**config.mk**
```make
export PLATFORM = sky130hd
export DESIGN_NAME = fifo_wr_arbiter_flat
export DESIGN_NICKNAME = d
export VERILOG_FILES = /design/src/rtl/fifo_wr_arbiter_if.sv /design/src/rtl/fifo_wr_arbiter.sv /design/src/flat_wrapper.sv
export SDC_FILE = /design/constraint.sdc
export NUM_CORES = 1
export LEC_CHECK = 0
export BUFFER_PORTS_ARGS = -buffer_cell sky130_fd_sc_hd__buf_2
export CAP_MARGIN = 10
export CORE_MARGIN = 2
export CORE_UTILIZATION = 49
export DETAILED_ROUTE_END_ITERATION = 7
export PLACE_DENSITY = 0.86
export SLEW_MARGIN = 20
export SYNTH_ARGS = -nofsm -noshare
export SYNTH_HDL_FRONTEND = slang
export SYNTH_SLANG_ARGS = --single-unit
```
**constraint.sdc**
```tcl
create_clock -name wr_clk -period 2 [get_ports wr_clk]
set_input_delay 0.2 -clock wr_clk [delete_from_list [all_inputs] [get_ports wr_clk]]
set_output_delay 0.2 -clock wr_clk [all_outputs]
set_load 0.02 [all_outputs]
```
**src/rtl/fifo_wr_arbiter_if.sv**
```systemverilog
// Write-side bundle shared by the requesters, the round-robin arbiter and the FIFO write port.
// The arbiter side is the master; the requesters and the FIFO together form the slave side.
interface fifo_wr_arbiter_if #(
  parameter int WIDTH = 8,
  parameter int NREQ  = 4
);
  logic [NREQ-1:0]       req;
  logic [NREQ*WIDTH-1:0] req_data;
  logic                  full;
  logic                  overflow;
  logic [NREQ-1:0]       gnt;
  logic                  wr_en;
  logic [WIDTH-1:0]      wdata;

  modport master (
    input  req, req_data, full, overflow,
    output gnt, wr_en, wdata
  );

  modport slave (
    output req, req_data, full, overflow,
    input  gnt, wr_en, wdata
  );
endinterface

```
**src/rtl/fifo_wr_arbiter.sv**
```systemverilog
// Round-robin write-port arbiter in front of the async FIFO: grants bursts of up to
// MAX_BURST words per requester, honours full, latches overflow and counts accepted writes.
module fifo_wr_arbiter #(
  parameter int WIDTH     = 8,
  parameter int NREQ      = 4,
  parameter int MAX_BURST = 4
) (
  input  logic                    wr_clk,
  input  logic                    rst,
  fifo_wr_arbiter_if.master       bus,
  output logic [$clog2(NREQ)-1:0] owner,
  output logic                    ovf_err,
  output logic [15:0]             wr_count
);
  localparam int         OW        = $clog2(NREQ);
  localparam logic [7:0] LAST_BEAT = 8'(MAX_BURST - 1);

  typedef enum logic {ARB, BURST} state_t;

  state_t        state;
  logic [OW-1:0] rr_ptr;
  logic [OW-1:0] next_owner;
  logic [7:0]    burst_cnt;
  logic          accept;

  function automatic logic [OW-1:0] wrap_add(input logic [OW-1:0] base, input int offset);
    int sum;
    sum = int'(base) + offset;
    if (sum >= NREQ) sum = sum - NREQ;
    return OW'(sum);
  endfunction

  // Scan from the far end back toward rr_ptr so the closest requester wins.
  always_comb begin
    next_owner = rr_ptr;
    for (int i = NREQ - 1; i >= 0; i--) begin
      if (bus.req[wrap_add(rr_ptr, i)]) next_owner = wrap_add(rr_ptr, i);
    end
  end

  assign accept    = (state == BURST) && bus.req[owner] && !bus.full;
  assign bus.wr_en = accept;
  assign bus.wdata = accept ? bus.req_data[int'(owner)*WIDTH +: WIDTH] : '0;

  always_comb begin
    bus.gnt = '0;
    if (accept) bus.gnt[owner] = 1'b1;
  end

  // A stall on full leaves owner and burst_cnt untouched, so the burst budget survives it.
  always_ff @(posedge wr_clk or negedge rst) begin
    if (!rst) begin
      state     <= ARB;
      rr_ptr    <= '0;
      owner     <= '0;
      burst_cnt <= '0;
      ovf_err   <= 1'b0;
      wr_count  <= '0;
    end else begin
      ovf_err <= ovf_err | bus.overflow;
      case (state)
        ARB: begin
          if (|bus.req) begin
            owner     <= next_owner;
            burst_cnt <= '0;
            state     <= BURST;
          end
        end
        BURST: begin
          if (accept) begin
            burst_cnt <= burst_cnt + 8'd1;
            wr_count  <= wr_count + 16'd1;
            if (burst_cnt == LAST_BEAT) begin
              rr_ptr <= wrap_add(owner, 1);
              state  <= ARB;
            end
          end else if (!bus.req[owner]) begin
            rr_ptr <= wrap_add(owner, 1);
            state  <= ARB;
          end
        end
        default: state <= ARB;
      endcase
    end
  end
endmodule

```
**src/flat_wrapper.sv**
```systemverilog
// flat-port wrapper written by rule: the top's interface ports become plain ports
module fifo_wr_arbiter_flat 
#(
  parameter int WIDTH     = 8,
  parameter int NREQ      = 4,
  parameter int MAX_BURST = 4
)
  (wr_clk, rst, owner, ovf_err, wr_count, bus_req, bus_req_data, bus_full, bus_overflow, bus_gnt, bus_wr_en, bus_wdata);
  fifo_wr_arbiter_if #(.WIDTH(WIDTH), .NREQ(NREQ)) bus_i ();
  input  logic wr_clk;
  input  logic rst;
  output logic [$clog2(NREQ)-1:0] owner;
  output logic ovf_err;
  output logic [15:0] wr_count;
  input wire logic [$bits(bus_i.req)-1:0] bus_req;
  input wire logic [$bits(bus_i.req_data)-1:0] bus_req_data;
  input wire logic [$bits(bus_i.full)-1:0] bus_full;
  input wire logic [$bits(bus_i.overflow)-1:0] bus_overflow;
  output wire logic [$bits(bus_i.gnt)-1:0] bus_gnt;
  output wire logic [$bits(bus_i.wr_en)-1:0] bus_wr_en;
  output wire logic [$bits(bus_i.wdata)-1:0] bus_wdata;
  assign bus_i.req = bus_req;
  assign bus_i.req_data = bus_req_data;
  assign bus_i.full = bus_full;
  assign bus_i.overflow = bus_overflow;
  assign bus_gnt = bus_i.gnt;
  assign bus_wr_en = bus_i.wr_en;
  assign bus_wdata = bus_i.wdata;
  fifo_wr_arbiter #(.WIDTH(WIDTH), .NREQ(NREQ), .MAX_BURST(MAX_BURST)) u_core (.wr_clk(wr_clk), .rst(rst), .bus(bus_i), .owner(owner), .ovf_err(ovf_err), .wr_count(wr_count));
endmodule
```
======== Word level (Yosys, flattened, before mapping) ========
Index checks and enable logic that the tools add are counted.
storage, ports and cells
  bits in registers ....................... 30
  input port bits ......................... 40
operators by class
  add/subtract/negate cells ............... 11
  $lt $le $gt $ge ......................... 11
  equality and inequality tests ........... 5
  shift operators ......................... 1
  mux-type cells .......................... 34
  bitwise operators ....................... 2
  reductions and logical operators ........ 9
operators by type and width
  operator                                             count
  indexed part select 32 x 6 -> 8 bit                  1
  two-way mux 2 bit                                    12
  two-way mux 8 bit                                    3
  adder 16 x 1 -> 16 bit, second input constant        1
  one-hot mux 8 bit (2 select lines)                   1
  < comparator 2 x 3 -> 1 bit, second input constant   5
  >= comparator 3 bit, second input constant           4
  binary-select mux 1 bit (select 2 bit)               5
  two-way mux 1 bit                                    10
  subtractor 2 x 1 -> 2 bit, second input constant     5
  adder 8 x 1 -> 8 bit, second input constant          1
  equality test 8 x 2 -> 1 bit, second input constant  1
  adder 2 x 1 -> 3 bit, second input constant          2
  adder 2 x 2 -> 3 bit, second input constant          2
  AND reduction 2 bit                                  3
  two-way mux 4 bit                                    1
  != test 2 x 1 -> 1 bit, second input constant        2
  != test 2 bit, second input constant                 2
  OR reduction 4 bit                                   1
  >= comparator 2 x 3 -> 1 bit, second input constant  1
  logical AND 1 bit                                    3
  AND reduction 3 bit                                  1
  demux 1 bit (select 2 bit)                           1
  >= comparator 2 x 1 -> 1 bit, second input constant  1
  other kinds (4)                                      4

======== Depth between registers and ports, before layout ========
Gate-level depths: netlist of run 1.
  word-level depth ........................ 9
  depth in mapped cells ................... 7

======== Least setup slack after synthesis of run 1 ========
OpenSTA, ideal clock, no wires.
  kind .................................... flip-flop to output port
  start point ............................. register u_core.owner[0]
  end point ............................... output bus_gnt[2]
  arrival ................................. 1.721 ns
  required time ........................... 1.800 ns
  slack ................................... 0.079 ns
  stages on the path, launching flop included .. 5
  cell sequence ........................... dfrtp_1 > buf_6 > mux4_2 > clkbuf_1 > and3_1
between the ends
  word-level cells in the longest chain between the ends .. 5
  elaborated cells between the ends (all ways) .. 10
ends and longest elaborated chain
  item                                                                          line                                          source
  from (decl)                                                                   fifo_wr_arbiter.sv:11                         output logic [$clog2(NREQ)-1:0] owner,
  from (signal assigned)                                                        fifo_wr_arbiter.sv:64                         owner <= next_owner;
  < comparator 2 x 3 -> 1 bit (implied by the code) (tied with other cells)     fifo_wr_arbiter.sv:47                         if (accept) bus.gnt[owner] = 1'b1;
  logical AND 1 bit (implied by the code) or two-way mux 1 bit (tied branches)  fifo_wr_arbiter.sv:47, fifo_wr_arbiter.sv:41
  two-way mux 1 bit (implied by the code) or logical AND 1 bit (tied branches)  fifo_wr_arbiter.sv:47, fifo_wr_arbiter.sv:41
  demux 1 bit (select 2 bit) or logical AND 1 bit (tied branches)               -
  two-way mux 4 bit (*)                                                         fifo_wr_arbiter.sv:47
  to (decl)                                                                     flat_wrapper.sv:19                            output wire logic [$bits(bus_i.gnt)-1:0] bus_gnt;
Every way passes the cells marked *; elsewhere a longest branch is shown, timed or not. The select of a mux whose other input is x is not followed.

======== Final worst setup path of run 1 ========
  start point ............................. register u_core.owner[0]
  end point ............................... output bus_gnt[3]
The elaborated chain is that of the path after synthesis.

==> results.txt, run 1 <==
Outcome - completed
Avg Vias per Cell - 5.57
Post-synthesis cell type count - 39
Register Area - 752 µm²
Final Cycle Share - 0.983
Clk_lat worst skew - 0.29 ns
WP data arrival - 1.77 ns
Final-report hold violation count - 0
Final WS setup - 0.0341 ns
Largest net degree at the start of global routing - 31
Max_cap viols - 0
CTS tree - built
Routability cong. - 0.817
WP buf/inv - 2
TNS Setup - 0 ns
Largest family of logic cells by synthesized area - simple AND/OR/NAND/NOR gates
Dominant cell type by area after synthesis - dfrtp_1
Hold Path Class - in -> reg
Crit-path max FO - 14
Pwr Total - 2.64 mW
Clock buffer depth - 2
GR Layer Usage met1 - 0.331
XOR/XNOR Fraction of Synth Area - 0.0812
Core area - 3630 µm²
Finished Layout Cells - 296
Number of synthesized flops with an enable pin - 0
Via Count - 1,650
Antenna viol nets, final - 0
Clk_skew - 0.00947 ns
Worst Tran Pin Value - 0.646 ns
Width of the die - 65.2 µm
Post-route minimum period - 1.97 ns
Hold depth - 2
Die ar. - 4250 µm²
Synth top area share - 0.410
Crit-path max cell delay - 0.58 ns
Final wirelength - 4620 µm
Total grt overflow - 0
Share of layout cells above drive strength 1 - 0.419
DR WL/cell - 15.6 µm
Worst reg-to-reg setup slack - 0.11 ns
Placed instance count - 283
# diodes - 0
Vias in the first global route - 1,536
CP cell instances - mux4_2 > buf_12 > and3_1 > buf_2
Layout Nets - 293
Leak pwr - 1.26 nW
First-pass GRT wire length - 7580 µm
Row count - 22
Syn avg cell area - 11.0 µm²
Clock sinks - 30
TritonCTS buffer count - 5
Seq cells post-synth - 30
Area Overhead vs Synth - 30.1%
Post-place setup slack - 0.261 ns
Initial antenna violation count - 0
# H-tree levels - 2
Setup crit end kind - primary output
IO Count - 72
Synth Area in Simple Gates - 0.235
Fill cell count - 307
Post-synthesis sequential area ratio - 0.410
Starting density of the core - 0.504
Cell Area, Synth - 1830 µm²
Crit path depth - 4
DRT iter0 DRCs - 147
# setup viols final - 0
Clock-pin slew on the worst setup and hold paths - 0.06 ns
GRT busiest layer - met2
WP data required - 1.80 ns
Largest cells by area after synthesis - dfrtp_1 (41%), mux4_1 (8.6%), and3_1 (6.8%)
Area after DPL - 2230 µm²
Tot GR Track Use - 0.236
Pre-antenna DRT Iters - 4
Root buf cell - clkbuf_8
Worst Min Path Start - bus_overflow
Hold Crit Endpoint - u_core.ovf_err
Post-route cell area - 2380 µm²
CP startpoint kind - register
Synthesized-area fraction occupied by adder cells - 0.0410
Final Core Density - 0.656
Area of the multi-input gates - 1020 µm²
Final Max Tran Viols - 0
WS Path Type - reg -> out
Multiplexer share of the synthesized area - 0.152
R2R Path Start - u_core.owner[0]
Hold slack - 0.109 ns
Worst reg2reg path depth - 5
Achievable Freq - 509 MHz
GR Layer Usage met3 - 0.0394
Rel. slew slack - 0.569
Reg-to-reg critical path endpoint - u_core.rr_ptr[1]
# port buffers - 71
Yosys Warn Count - 0
Post-Syn Nets - 213
Peak supply drop - 0.670 mV
Post-synth top flop - dfrtp_1
Met2 track demand over resource - 0.369
Synth Area in Compound Gates - 0.0539
Dpl hpwl - 3370 µm
Post-Syn Instances - 167
Die height - 65.2 µm
Fraction of registers with async set/reset - 1.00
Worst path slowest cell - mux4_2
Pwr per Cell Area - 1110 nW/µm²
Crit path max-delay family - multiplexers
DRC Markers - 0
cell type report:
cell class,instances,share of cell area
clock buffer,7,0.0362
clock inverter,1,0.00210
inverter,3,0.00577
multi-input combinational,128,0.429
sequential,30,0.315
tap,48,0.0252
timing repair buffer,79,0.186
flip-flops by register name (all words and copies together), names as in the netlist:
register / count
u_core.wr_count: 16
u_core.burst_cnt: 8
u_core.ovf_err: 1
u_core.owner: 2
u_core.state: 1
u_core.rr_ptr: 2
what timing repair did:
action / 4_1_cts / 5_1_grt
gates cloned: 0 / 1
hold buffers: 1 / 0
hold endpoints to repair: 30 / 0
buffers inserted: 2 / 1
gates resized for setup: 1 / 8
endpoints found under the setup margin: 3 / 6
cell usage in the layout, fill, tap and decap left out, types with 3 or more instances in the layout:
| cell | count |
|---|---|
| and3_1 | 20 |
| o21ai_0 | 4 |
| mux4_1 | 4 |
| nand3_1 | 5 |
| mux4_2 | 5 |
| nand2_2 | 3 |
| mux2i_1 | 3 |
| buf_6 | 3 |
| nand4_1 | 6 |
| xor2_1 | 6 |
| nor2_1 | 9 |
| xnor2_1 | 11 |
| nand3_2 | 3 |
| clkbuf_8 | 6 |
| dfrtp_1 | 29 |
| buf_4 | 4 |
| nand2_1 | 15 |
| nor2b_1 | 3 |
| ha_1 | 6 |
| buf_2 | 70 |
logic make-up (layout without fill, tap and decap cells):
kind of cell,after synthesis,after routing
AND/OR/NAND/NOR,76,76
flip-flops,30,30
XOR/XNOR,17,17
AO/OA/AOI/OAI,15,15
multiplexers,14,14
buffers and inverters,9,90
adder cells (fa/ha/maj),6,6
synthesized netlist by cell type, types with 2 or more instances:
cell type,n
mux4_1,6
xor2_1,6
nor4_1,2
ha_1,6
dfrtp_1,30
buf_6,2
nor2_1,9
nor3_1,2
clkbuf_1,4
and4_1,2
or2_2,2
mux2i_1,3
mux4_2,3
inv_1,2
mux2_2,2
nand2_2,3
and3_1,20
nand3_2,3
nor2b_1,3
nand4_1,6
nand3_1,5
o21ai_0,4
a21oi_1,2
xnor2_1,11
nand2_1,15
worst max-delay path by stage:
stage | from | end
global route | u_core.owner[0] | bus_gnt[2]
CTS | u_core.owner[0] | bus_wdata[4]
floorplan | u_core.owner[0] | bus_gnt[2]
finish | u_core.owner[0] | bus_gnt[3]
global placement | u_core.owner[0] | bus_wr_en
detailed placement | u_core.owner[0] | u_core.wr_count[4]
report_power, final:
part	internal [mW]	total [mW]	switching, mW	leakage [nW]
combinational	0.594	1.27	0.676	0.820
clock	0.277	0.497	0.220	0.0482
sequential	0.725	0.873	0.149	0.393
total	1.60	2.64	1.04	1.26
per-layer routing:
metal,routed length [µm],up-vias
met5,0,-
met4,119,0
met3,184,12
met2,2310,50
met1,2000,816
li1,-,772
(Power assumes the default switching activity.)
==> run 2: changes to the inputs <==
--- a/config.mk
+++ b/config.mk
@@ -8,9 +8,10 @@
 export BUFFER_PORTS_ARGS = -buffer_cell sky130_fd_sc_hd__buf_2
 export CAP_MARGIN = 10
 export CORE_MARGIN = 2
-export CORE_UTILIZATION = 49
+export CORE_UTILIZATION = 40
 export DETAILED_ROUTE_END_ITERATION = 7
-export PLACE_DENSITY = 0.86
+export PLACE_DENSITY = 0.74
+export SKIP_CTS_REPAIR_TIMING = 1
 export SLEW_MARGIN = 20
 export SYNTH_ARGS = -nofsm -noshare
 export SYNTH_HDL_FRONTEND = slang
==> run 2 against run 1 <==
Effect of this change:
- the flow now finishes with violations (negative hold slack)
- register-to-register slack improved by 0.10 ns
- worst hold slack got worse by 0.17 ns
- via count decreased by 5.0%
- power decreased by 1.3%
- critical path depth unchanged
- clock power about the same
- clock skew decreased by 0.0022 ns
- core utilization decreased by 11 points
- first-iteration DRC count decreased by 35%
- non-clock buffer count unchanged
==> results.txt, run 2 (synthesis gave the netlist of run 1 again) <==
Row count - 24 (+9.1%)
Clock sinks - 30 (unchanged)
First-pass GRT wire length - 7310 µm (-3.5%)
Peak supply drop - 0.617 mV (-7.9%)
Final-report hold violation count - 30 (+30)
Core area - 4380 µm² (+21%)
Placed instance count - 287 (+1.4%)
Share of layout cells above drive strength 1 - 0.419 (unchanged)
Avg Vias per Cell - 5.22 (-6.3%)
# diodes - 0 (unchanged)
Final Max Tran Viols - 0 (unchanged)
Hold Path Class - in -> async
Post-route minimum period - 1.96 ns (-0.00128 ns)
Total grt overflow - 0 (unchanged)
Fill cell count - 379 (+23%)
Crit-path max FO - 9 (-5)
CP startpoint - u_core.owner[0]
Die height - 71.7 µm (+10%)
Worst Tran Pin Value - 0.660 ns (+0.0134 ns)
Post-route cell area - 2370 µm² (-0.42%)
Max_cap viols - 0 (unchanged)
CTS tree - built
Dpl hpwl - 3190 µm (-5.2%)
WP data required - 1.80 ns (about the same)
Largest register FFs - 16 (unchanged)
Pwr per Cell Area - 1100 nW/µm² (-0.87%)
# setup viols final - 0 (unchanged)
CP startpoint kind - register
RSZ-0062 raised after global routing - true
DRC Markers - 0 (unchanged)
Final wirelength - 4310 µm (-6.7%)
DRT iter0 DRCs - 96 (-35%)
Outcome - complete, but fails checks
Die ar. - 5140 µm² (+21%)
Rel. slew slack - 0.560 (-0.00890)
Setup crit end kind - primary output
IO Count - 72 (unchanged)
Area after DPL - 2240 µm² (+0.22%)
CP cell instances - mux4_2 > buf_6 > and3_1 > buf_2
Leak pwr - 1.26 nW (-0.18%)
Regs by FF count - u_core.wr_count (16), u_core.burst_cnt (8)
Clock buffer depth - 2 (unchanged)
Root buf cell - clkbuf_8
Initial antenna violation count - 0 (unchanged)
Clock-pin slew on the worst setup and hold paths - 0.07 ns (about the same)
Largest net degree at the start of global routing - 31 (unchanged)
Pre-antenna DRT Iters - 4 (unchanged)
Layout Nets - 293 (unchanged)
Hold slack - -0.0562 ns (-0.165 ns)
Clk_skew - 0.00723 ns (-0.00225 ns)
Failing checks - negative hold slack
Commonest cells after routing, fill and taps aside - buf_2 (70), dfrtp_1 (30), and3_1 (20)
Via Count - 1,567 (-5.0%)
Largest Register - u_core.wr_count
WP data arrival - 1.76 ns (about the same)
Width of the die - 71.7 µm (+10%)
Crit-path max cell delay - 0.62 ns (+0.04 ns)
Worst path slowest cell - mux4_2
TritonCTS buffer count - 5 (unchanged)
Vias in the first global route - 1,492 (-2.9%)
Commonest non-fill, non-tap cell in the layout - buf_2
# port buffers - 71 (unchanged)
Routability cong. - 0.843 (+3.2%)
R2R Path Start - u_core.owner[0]
DR WL/cell - 14.4 µm (-7.9%)
TNS Setup - 0 ns (unchanged)
Final Cycle Share - 0.982 (about the same)
# H-tree levels - 2 (unchanged)
Finished Layout Cells - 300 (+1.4%)
WS Path Type - reg -> out
Starting density of the core - 0.418 (-0.0864)
Area Overhead vs Synth - 29.6%
Achievable Freq - 509 MHz (about the same)
Antenna viol nets, final - 0 (unchanged)
Clk_lat worst skew - 0.28 ns (about the same)
Tot GR Track Use - 0.181 (-0.0548)
[run 2: power breakdown]
group          switching [mW]  internal (mW)  total [mW]
combinational           0.665          0.582        1.25
clock                   0.222          0.277       0.499
sequential              0.138          0.723       0.861
[run 2: final cells by class]
cell class | count | area [µm²] | share of cell area
multi-input cells | 128 | 1020 | 0.431
flip-flops and latches | 30 | 751 | 0.316
repair buffers | 79 | 425 | 0.179
clock buffers | 7 | 86.3 | 0.0364
well taps | 52 | 65.1 | 0.0274
inverters | 3 | 18.8 | 0.00790
clock inverters | 1 | 5.00 | 0.00211
[run 2: routing by layer]
layer  vias up  global-route usage  share of wire  routed length, µm
met1       756               0.250           0.44               1890
li1        775                   -              -                  -
met4         0              0.0587          0.010                 45
met5         -                   0              0                  0
met3         7              0.0464          0.035                149
met2        29               0.281           0.52               2220
[run 2: per-stage QoR]
stage	setup WS [ns]	utilization	power [mW]
6_report	0.0353	0.542	2.61
5_1_grt	-0.0430	0.542	2.79
4_1_cts	-0.0308	0.531	2.52
3_5_place_dp	0.276	0.511	2.00
3_3_place_gp	0.304	0.511	1.98
2_1_floorplan	0.0790	-	1.68
[run 2: path summary, 6_finish.rpt]
check | slack, ns | cells past startpoint | end
max reg2reg | 0.21 | 4 | u_core.rr_ptr[1]
min reg2reg | 0.47 | 1 | u_core.ovf_err
max in group asynchronous | 1.63 | 1 | u_core.ovf_err
max | 0.04 | 4 | bus_wdata[3]
min in group wr_clk | 0.11 | 2 | u_core.ovf_err
min | -0.06 | 1 | u_core.burst_cnt[2]
[run 2: critical path, delay by kind of cell (launching register included)]
| kind | cells | cell delay [ns] |
|---|---|---|
| buffers and inverters | 2 | 0.33 |
| muxes | 1 | 0.62 |
| and+or+nand+nor | 1 | 0.15 |
| DFF | 1 | 0.38 |
